`src/rtl/z16_boot_loader_if.sv`:
```
// Byte-stream and instruction-memory write bundle for the Z16 boot loader.
// The master side is the host link plus memory observer; the slave side is the loader.
interface z16_boot_loader_if #(
  parameter int ADDR_W = 16
);
  logic              i_byte_valid;
  logic [7:0]        i_byte;
  logic              o_byte_ready;
  logic              o_imem_wen;
  logic [ADDR_W-1:0] o_imem_addr;
  logic [15:0]       o_imem_wdata;

  modport master (
    output i_byte_valid, i_byte,
    input  o_byte_ready, o_imem_wen, o_imem_addr, o_imem_wdata
  );

  modport slave (
    input  i_byte_valid, i_byte,
    output o_byte_ready, o_imem_wen, o_imem_addr, o_imem_wdata
  );
endinterface

```
`src/rtl/z16_boot_loader.sv`:
```
// Z16 boot loader: packs a little-endian byte stream into 16-bit imem words, then releases the CPU.
// Optional trailing checksum check is enabled by defining Z16_BOOT_CHECKSUM_EN.
module z16_boot_loader #(
  parameter int MAX_WORDS = 256,
  parameter int ADDR_W    = 16
) (
  input  logic              i_clk,
  input  logic              i_rst,
  z16_boot_loader_if.slave  bus,
  output logic              o_cpu_rst,
  output logic              o_busy,
  output logic              o_done,
  output logic              o_error
);

`ifdef Z16_BOOT_CHECKSUM_EN
  typedef enum logic [2:0] {
    S_LEN_LO, S_LEN_HI, S_DATA_LO, S_DATA_HI, S_CSUM_LO, S_CSUM_HI, S_DONE, S_ERR
  } state_e;
  localparam state_e S_EOD = S_CSUM_LO;
`else
  typedef enum logic [2:0] {
    S_LEN_LO, S_LEN_HI, S_DATA_LO, S_DATA_HI, S_DONE, S_ERR
  } state_e;
  localparam state_e S_EOD = S_DONE;
`endif

  localparam logic [16:0] MAX_N = 17'(MAX_WORDS);

  state_e            state_q, state_d;
  logic [15:0]       len_q, len_d;
  logic [15:0]       idx_q, idx_d;
  logic [7:0]        lo_q, lo_d;
  logic              wen_q, wen_d;
  logic [ADDR_W-1:0] addr_q, addr_d;
  logic [15:0]       wdata_q, wdata_d;
  logic              busy_q, busy_d;
`ifdef Z16_BOOT_CHECKSUM_EN
  logic [15:0]       csum_q, csum_d;
`endif

  logic        accept;
  logic [15:0] word;
  logic [15:0] n_full;

  assign accept = bus.i_byte_valid && bus.o_byte_ready;
  assign word   = {bus.i_byte, lo_q};
  assign n_full = {bus.i_byte, len_q[7:0]};

  // State register
  always_ff @(posedge i_clk or posedge i_rst) begin
    if (i_rst) state_q <= S_LEN_LO;
    else       state_q <= state_d;
  end

  // Next state plus datapath updates; only an accepted byte moves anything
  always_comb begin
    state_d = state_q;
    len_d   = len_q;
    idx_d   = idx_q;
    lo_d    = lo_q;
    wen_d   = 1'b0;
    addr_d  = addr_q;
    wdata_d = wdata_q;
    busy_d  = busy_q;
`ifdef Z16_BOOT_CHECKSUM_EN
    csum_d  = csum_q;
`endif
    if (accept) begin
      busy_d = 1'b1;
      case (state_q)
        S_LEN_LO: begin
          len_d[7:0] = bus.i_byte;
          state_d    = S_LEN_HI;
        end
        S_LEN_HI: begin
          len_d = n_full;
          if ({1'b0, n_full} > MAX_N) state_d = S_ERR;
          else if (n_full == 16'd0)   state_d = S_EOD;
          else                        state_d = S_DATA_LO;
        end
        S_DATA_LO: begin
          lo_d    = bus.i_byte;
          state_d = S_DATA_HI;
        end
        S_DATA_HI: begin
          wen_d   = 1'b1;
          addr_d  = ADDR_W'({idx_q, 1'b0});
          wdata_d = word;
          idx_d   = idx_q + 16'd1;
`ifdef Z16_BOOT_CHECKSUM_EN
          csum_d  = csum_q + word;
`endif
          state_d = (idx_q + 16'd1 == len_q) ? S_EOD : S_DATA_LO;
        end
`ifdef Z16_BOOT_CHECKSUM_EN
        S_CSUM_LO: begin
          lo_d    = bus.i_byte;
          state_d = S_CSUM_HI;
        end
        S_CSUM_HI: state_d = (word == csum_q) ? S_DONE : S_ERR;
`endif
        default: ;
      endcase
    end
    if (state_d == S_DONE || state_d == S_ERR) busy_d = 1'b0;
  end

  always_ff @(posedge i_clk or posedge i_rst) begin
    if (i_rst) begin
      len_q   <= '0;
      idx_q   <= '0;
      lo_q    <= '0;
      wen_q   <= 1'b0;
      addr_q  <= '0;
      wdata_q <= '0;
      busy_q  <= 1'b0;
`ifdef Z16_BOOT_CHECKSUM_EN
      csum_q  <= '0;
`endif
    end else begin
      len_q   <= len_d;
      idx_q   <= idx_d;
      lo_q    <= lo_d;
      wen_q   <= wen_d;
      addr_q  <= addr_d;
      wdata_q <= wdata_d;
      busy_q  <= busy_d;
`ifdef Z16_BOOT_CHECKSUM_EN
      csum_q  <= csum_d;
`endif
    end
  end

  // Outputs decode from the registered state, so async reset is visible at once
  always_comb begin
    bus.o_byte_ready = !(state_q == S_DONE || state_q == S_ERR);
    o_done           = (state_q == S_DONE);
    o_error          = (state_q == S_ERR);
    o_cpu_rst        = (state_q != S_DONE);
    o_busy           = busy_q;
  end

  assign bus.o_imem_wen   = wen_q;
  assign bus.o_imem_addr  = addr_q;
  assign bus.o_imem_wdata = wdata_q;

endmodule

```
`src/flat_wrapper.sv`:
```
// flat-port wrapper written by rule: the top's interface ports become plain ports
module z16_boot_loader_flat 
#(
  parameter int MAX_WORDS = 256,
  parameter int ADDR_W    = 16
)
  (i_clk, i_rst, o_cpu_rst, o_busy, o_done, o_error, bus_i_byte_valid, bus_i_byte, bus_o_byte_ready, bus_o_imem_wen, bus_o_imem_addr, bus_o_imem_wdata);
  z16_boot_loader_if #(.ADDR_W(ADDR_W)) bus_i ();
  input  logic i_clk;
  input  logic i_rst;
  output logic o_cpu_rst;
  output logic o_busy;
  output logic o_done;
  output logic o_error;
  input wire logic [$bits(bus_i.i_byte_valid)-1:0] bus_i_byte_valid;
  input wire logic [$bits(bus_i.i_byte)-1:0] bus_i_byte;
  output wire logic [$bits(bus_i.o_byte_ready)-1:0] bus_o_byte_ready;
  output wire logic [$bits(bus_i.o_imem_wen)-1:0] bus_o_imem_wen;
  output wire logic [$bits(bus_i.o_imem_addr)-1:0] bus_o_imem_addr;
  output wire logic [$bits(bus_i.o_imem_wdata)-1:0] bus_o_imem_wdata;
  assign bus_i.i_byte_valid = bus_i_byte_valid;
  assign bus_i.i_byte = bus_i_byte;
  assign bus_o_byte_ready = bus_i.o_byte_ready;
  assign bus_o_imem_wen = bus_i.o_imem_wen;
  assign bus_o_imem_addr = bus_i.o_imem_addr;
  assign bus_o_imem_wdata = bus_i.o_imem_wdata;
  z16_boot_loader #(.MAX_WORDS(MAX_WORDS), .ADDR_W(ADDR_W)) u_core (.i_clk(i_clk), .i_rst(i_rst), .bus(bus_i), .o_cpu_rst(o_cpu_rst), .o_busy(o_busy), .o_done(o_done), .o_error(o_error));
endmodule
```
`config.mk`:
```
export PLATFORM = sky130hd
export DESIGN_NAME = z16_boot_loader_flat
export DESIGN_NICKNAME = d
export VERILOG_FILES = /design/src/rtl/z16_boot_loader_if.sv /design/src/rtl/z16_boot_loader.sv /design/src/flat_wrapper.sv
export SDC_FILE = /design/constraint.sdc
export NUM_CORES = 1
export LEC_CHECK = 0
export ABC_AREA = 0
export CORE_MARGIN = 4
export CORE_UTILIZATION = 55
export CTS_CLUSTER_SIZE = 8
export DETAILED_ROUTE_END_ITERATION = 6
export PLACE_DENSITY = 0.8
export SYNTH_ARGS = -nofsm -noshare
export SYNTH_HDL_FRONTEND = slang
export SYNTH_SLANG_ARGS = --single-unit
```
`constraint.sdc`:
```
create_clock -name i_clk -period 3.2 [get_ports i_clk]
set_input_delay 0.64 -clock i_clk [delete_from_list [all_inputs] [get_ports i_clk]]
set_output_delay 0.64 -clock i_clk [all_outputs]
set_load 0.05 [all_outputs]
```
== Word-level counts from Yosys, hierarchy flattened ==
Cells that the tools add are included.
Operators by class
  mux-type cells: 9
  reduce and logical (&&, ||, !) cells: 11
  equal/unequal tests: 9
  $add $sub $neg: 1
  order comparisons: 1
Operator list (count)
  $add 16x1->16 const B: 1
  $eq 16x16->1: 1
  $gt 16x9->1 const B: 1
  $logic_not 16->1: 1
  $eq 3x3->1 const B: 4
  $mux 3: 4
  $pmux 3 s4: 1
  $reduce_and 2->1: 4
  $eq 3x2->1 const B: 2
  $mux 1: 4
  $eq 3x1->1 const B: 1
  $logic_not 3->1: 1
  $ne 3x3->1 const B: 1
  $logic_or 1x1->1: 2
  $reduce_bool 2->1: 1
  $logic_and 1x1->1: 1
  $logic_not 1->1: 1
Word-level totals
  input port bits: 11
  word-level logic and storage cells: 40
  output and inout bits: 38
  flip-flop bits (word level): 76

== Longest topological paths before layout ==
  word-level depth: 8
  mapped depth: 8
  depth with buffers taken out: 7

== Worst setup path after synthesis ==
Ideal clock, no wire load.
  path type: register to output
  start point: register u_core.state_q[1]
  end point: output o_done
  path buffers: 1
  arrival: 1.885 ns
  stages on the path, launching flop included: 5
  required time: 2.560 ns
  path slack: 0.675 ns
  cells stage by stage: dfrtp_1 > buf_6 > nand2b_1 > nand2b_1 > inv_1
Between the ends
  cells in the longest elaborated chain, start to end: 1
Ends and longest elaborated chain
  start, declared: line z16_boot_loader.sv:30  | state_e state_q, state_d;
  start signal, assigned: line z16_boot_loader.sv:53  | else state_q <= state_d;
  $eq 3x3->1: line z16_boot_loader.sv:138  | o_done = (state_q == S_DONE);
  end, declared: line flat_wrapper.sv:13  | output logic o_done;
No other way between the ends.

== Worst setup path after layout ==
Same ends and word-level chain as after synthesis.

==> results.md <==
- The cell type with the highest occurrence count on the critical path is sky130_fd_sc_hd__nand2b_1.
- The cell family contributing the most delay on the critical path is buffers and inverters.
- Entering global routing, the biggest net connects 48 pins.
- In this run the mean area of a mapped cell was 10.31 sq um.
- Yosys mapped the design onto 54 distinct sky130hd cell types.
- The quantity of I/O buffers inserted on ports is 47.
- The final layout contains routed wiring with a total length of 7312 microns.
- The initial antenna violation count is 0.
- The number of violations of the max-capacitance limit is 0.
- The area of the die is 0.007981 sq mm.
- The repair_antennas step left the layout with diodes totalling 0.
- The clock network latency to the later pin of the worst-skew pair is 350 ps.
- The worst setup path is of the flop to output pin kind.
- The wire-length estimate of the detail-placed layout is ~5300 microns.
- The via count of the first global-routing pass came to 2659.
- TritonCTS created 9 clock buffers.
- For this design, the slowest cell found on the critical path is sky130_fd_sc_hd__clkdlybuf4s50_1.
- The critical path goes through nand2b_1, nand2b_1, inv_1, clkdlybuf4s50_1.
- The final number of max-transition violations came to 0.
- The type of element launching the critical path is a flop.
- The data arrival at the endpoint of the critical path is roughly 2100 ps.
- Together, buffers and inverters on the worst path number 2.
- The worst-case IR drop observed on VDD is 0.0003077 V.
- In this run the most critical hold path is launched from u_core.lo_q[3]$_DFFE_PP0P_.
- The flow ran to the end, and the final reports show no timing, DRC or antenna violations.
- After detailed routing, the average wire length per cell comes to 15.20 microns.
- Setup violations remaining at the end of the flow were counted as 0.
- The congestion estimate from routability-driven global placement came to 0.9100.
- The count of nets left with antenna violations once routing finished came out at 0.
- The synthesized netlist occupies a cell area of 0.003638 sq mm.
- The count of endpoints failing hold in the final timing report is 0.
- The layout-stage area growth over the synthesis result is 19.50%.
- The count of flip-flops with a built-in enable after synthesis is 0.
- The time the worst path needs with I/O delays and setup is 2742 ps.
- After layout, the worst path uses 85.69% of the clock period.
- The die outline width is 89.34 microns.
- The fmax is 364.7 MHz.
- After clock tree synthesis, the clock-pin slew on the worst setup and hold paths is roughly 80 ps.
- STA puts the critical path data required time at 2560 ps.
- The slew at the pin closest to its max-slew limit is 615.9 ps.
- The buffer type at the clock tree root is sky130_fd_sc_hd__clkbuf_8.
- The worst register-to-register path begins at u_core.idx_q[0]$_DFFE_PP0P_.
- TritonCTS built the clock tree.
- Of all nets on the critical path, the largest fanout is 11.
- Among all flip-flop cells after synthesis, the most frequent one is sky130_fd_sc_hd__dfrtp_1.
- The top cell types in the final layout, fill and taps aside, are sky130_fd_sc_hd__nand2_1, sky130_fd_sc_hd__dfrtp_1, sky130_fd_sc_hd__clkdlybuf4s50_1, sky130_fd_sc_hd__mux2_2, sky130_fd_sc_hd__xnor2_1.
- The warning count from the yosys run is 0.
- In the synthesized netlist, the number of instances is ~350.
- The first-iteration detailed-routing DRC count is 103.
- The start point of the critical path is u_core.state_q[1]$_DFF_PP0_.
- The die height is 89.34 microns.
- The most frequent standard cell in the layout excluding fill and tap cells is sky130_fd_sc_hd__nand2_1.
- The power density relative to cell area is 403.4 mW/mm^2.
- After detailed routing, the number of remaining DRC violations is 0.
- Once the floorplan was initialized, standard cells occupied 56.97% of the core.
- The hold buffer count at cts is 0.
- In the routed layout, each cell is associated on average with a via count of 5.422.
- The first detailed-routing pass took 4 iterations.
- The synthesized netlist net count is 365.
- The level count of the clock H-tree is 3.
- In this run the standard cell core region covers 0.006386 sq mm.
- The core occupancy in the finished layout is between 60 and 70%.
- The total leakage power is 2.068 nW.
- The number of setup buffers added after CTS is 0.
- The sink count of the clock tree is 76.
- Counting flops and latches in the post-synthesis netlist gives 76.
- The first global-routing pass estimated between 10000 and 15000 microns of wire.
- The longest individual stage delay on the worst path is 790 ps.
- The count of cells resized by post-cts repair is 0.
- The capturing element type of the critical path is an output pin.
- The number of rows created at floorplan is 29.
- Setup repair after global routing left no endpoint under its margin.
- The path type of the worst min-delay path is flop to flop.
- The routed layout has between 2000 and 3000 vias.
- In the final timing run, aggregate negative setup slack is 0 ps.
- Counting along the longest clock path gives a buffer depth of 2.
- The net count of the finished layout is approximately 410.
- Counting the fill cells in the layout gives between 500 and 600.
- The post-route netlist has 15.10% of its cells at a drive strength greater than 1.
- The sequential-to-total area share from yosys stat is 52.27%.
- For this design the top-level I/O count stands at 49.
- The aggregate global-route resource usage is between 20% and 30%.
- Measured against its own limit, the worst slew margin works out to 58.88%.
- The total grt overflow is 0.
- For this run, asynchronously set or reset flops after synthesis account for 100.0%.
- The worst clock skew is approximately 12 ps.
==> path summary, 6_finish.rpt <==
check                      slack [ps]                                     end  cells past startpoint
max in group asynchronous        1860             u_core.state_q[0]$_DFF_PP0_                      3
setup / recovery                  460                                  o_done                      4
hold / removal                    470  u_core.bus.o_imem_wdata[3]$_DFFE_PP0P_                      2
setup reg to reg                  640             u_core.state_q[1]$_DFF_PP0_                      7
hold reg to reg                   470  u_core.bus.o_imem_wdata[3]$_DFFE_PP0P_                      2
min in group asynchronous         690             u_core.idx_q[2]$_DFFE_PP0P_                      2
==> report_power, final <==
group          leakage, nW  switching (mW)  internal [mW]
Sequential            1.04         0.00627          0.965
Combinational        0.925          0.0391         0.0262
Clock                0.100           0.354          0.364
==> synth_stat cells, types with 4 or more instances <==
cell / number / area [sq um]
sky130_fd_sc_hd__a21oi_1: 5 / 25.02
sky130_fd_sc_hd__clkbuf_1: 9 / 33.78
sky130_fd_sc_hd__buf_6: 5 / 56.30
sky130_fd_sc_hd__inv_1: 7 / 26.28
sky130_fd_sc_hd__dfrtp_1: 76 / 1902
sky130_fd_sc_hd__nand2_1: 104 / 390.4
sky130_fd_sc_hd__xor2_1: 13 / 113.9
sky130_fd_sc_hd__xnor2_1: 21 / 183.9
sky130_fd_sc_hd__nand3_1: 4 / 20.02
sky130_fd_sc_hd__nand2b_1: 5 / 31.28
sky130_fd_sc_hd__nand4_1: 6 / 37.54
sky130_fd_sc_hd__nor2_1: 11 / 41.29
sky130_fd_sc_hd__nor3_1: 7 / 35.03
sky130_fd_sc_hd__nor4_1: 5 / 31.28
sky130_fd_sc_hd__mux2_2: 24 / 270.3
==> worst reg2reg max path: cells and delay by family (launching register included) <==
kind          cells  cell delay [ps]
simple gates      4             1350
fa+ha+maj         1              360
flops             1              480
mux               2              240
==> layer usage <==
metal	up-vias	global-route usage (%)	wire length, microns
met2	55	33.89	3526
li1	1268	-	-
met4	0	8.796	153
met1	1268	26.16	3377
met5	-	0	0
met3	17	4.424	255
==> layout make-up <==
cell class                      instances  area (sq um)  share of cell area [%]
Clock buffer                            9         123.9                   2.849
Multi-Input combinational cell        251          1594                   36.66
Sequential cell                        76          1902                   43.74
Timing Repair Buffer                   53         528.0                   12.14
Clock inverter                          7         73.82                   1.698
Inverter                                8         30.03                  0.6906
Tap cell                               77         96.34                   2.216
==> kinds of logic (layout without fill, tap and decap cells) <==
| family | after synthesis | count (layout) | share of synthesized area (%) |
|---|---|---|---|
| DFF | 76 | 76 | 52.27 |
| AOI/OAI and AO/OA | 25 | 25 | 4.918 |
| other | 1 | 1 | 0.1031 |
| and+or+nand+nor | 162 | 162 | 21.18 |
| buffers and inverters | 26 | 77 | 3.920 |
| xor gates and xnor gates | 36 | 36 | 9.285 |
| muxes | 26 | 26 | 7.978 |
| adders and majority gates | 1 | 1 | 0.3438 |
==> registers in the layout, summed over array words and instances, names as in the netlist <==
signal / flops
u_core.len_q: 16
u_core.lo_q: 8
u_core.o_busy: 1
u_core.bus.o_imem_wdata: 16
u_core.bus.o_imem_addr: 15
u_core.idx_q: 16
u_core.state_q: 3
u_core.bus.o_imem_wen: 1
==> stage by stage <==
stage / hold WS [ps] / std cells / setup WS (ps) / total power, mW / instance area [sq um]
2_1_floorplan: 434.8 / 353 / 621.7 / 1.024 / 3638
3_3_place_gp: 445.1 / 465 / 531.8 / 1.055 / 4150
3_5_place_dp: 455.5 / 465 / 424.0 / 1.057 / 4150
4_1_cts: 476.6 / 481 / 451.0 / 1.772 / 4348
5_1_grt: 513.3 / 481 / 337.1 / 1.826 / 4348
6_report: 470.7 / 481 / 457.9 / 1.754 / 4348
Note: power is estimated with default switching activity, not from simulation.
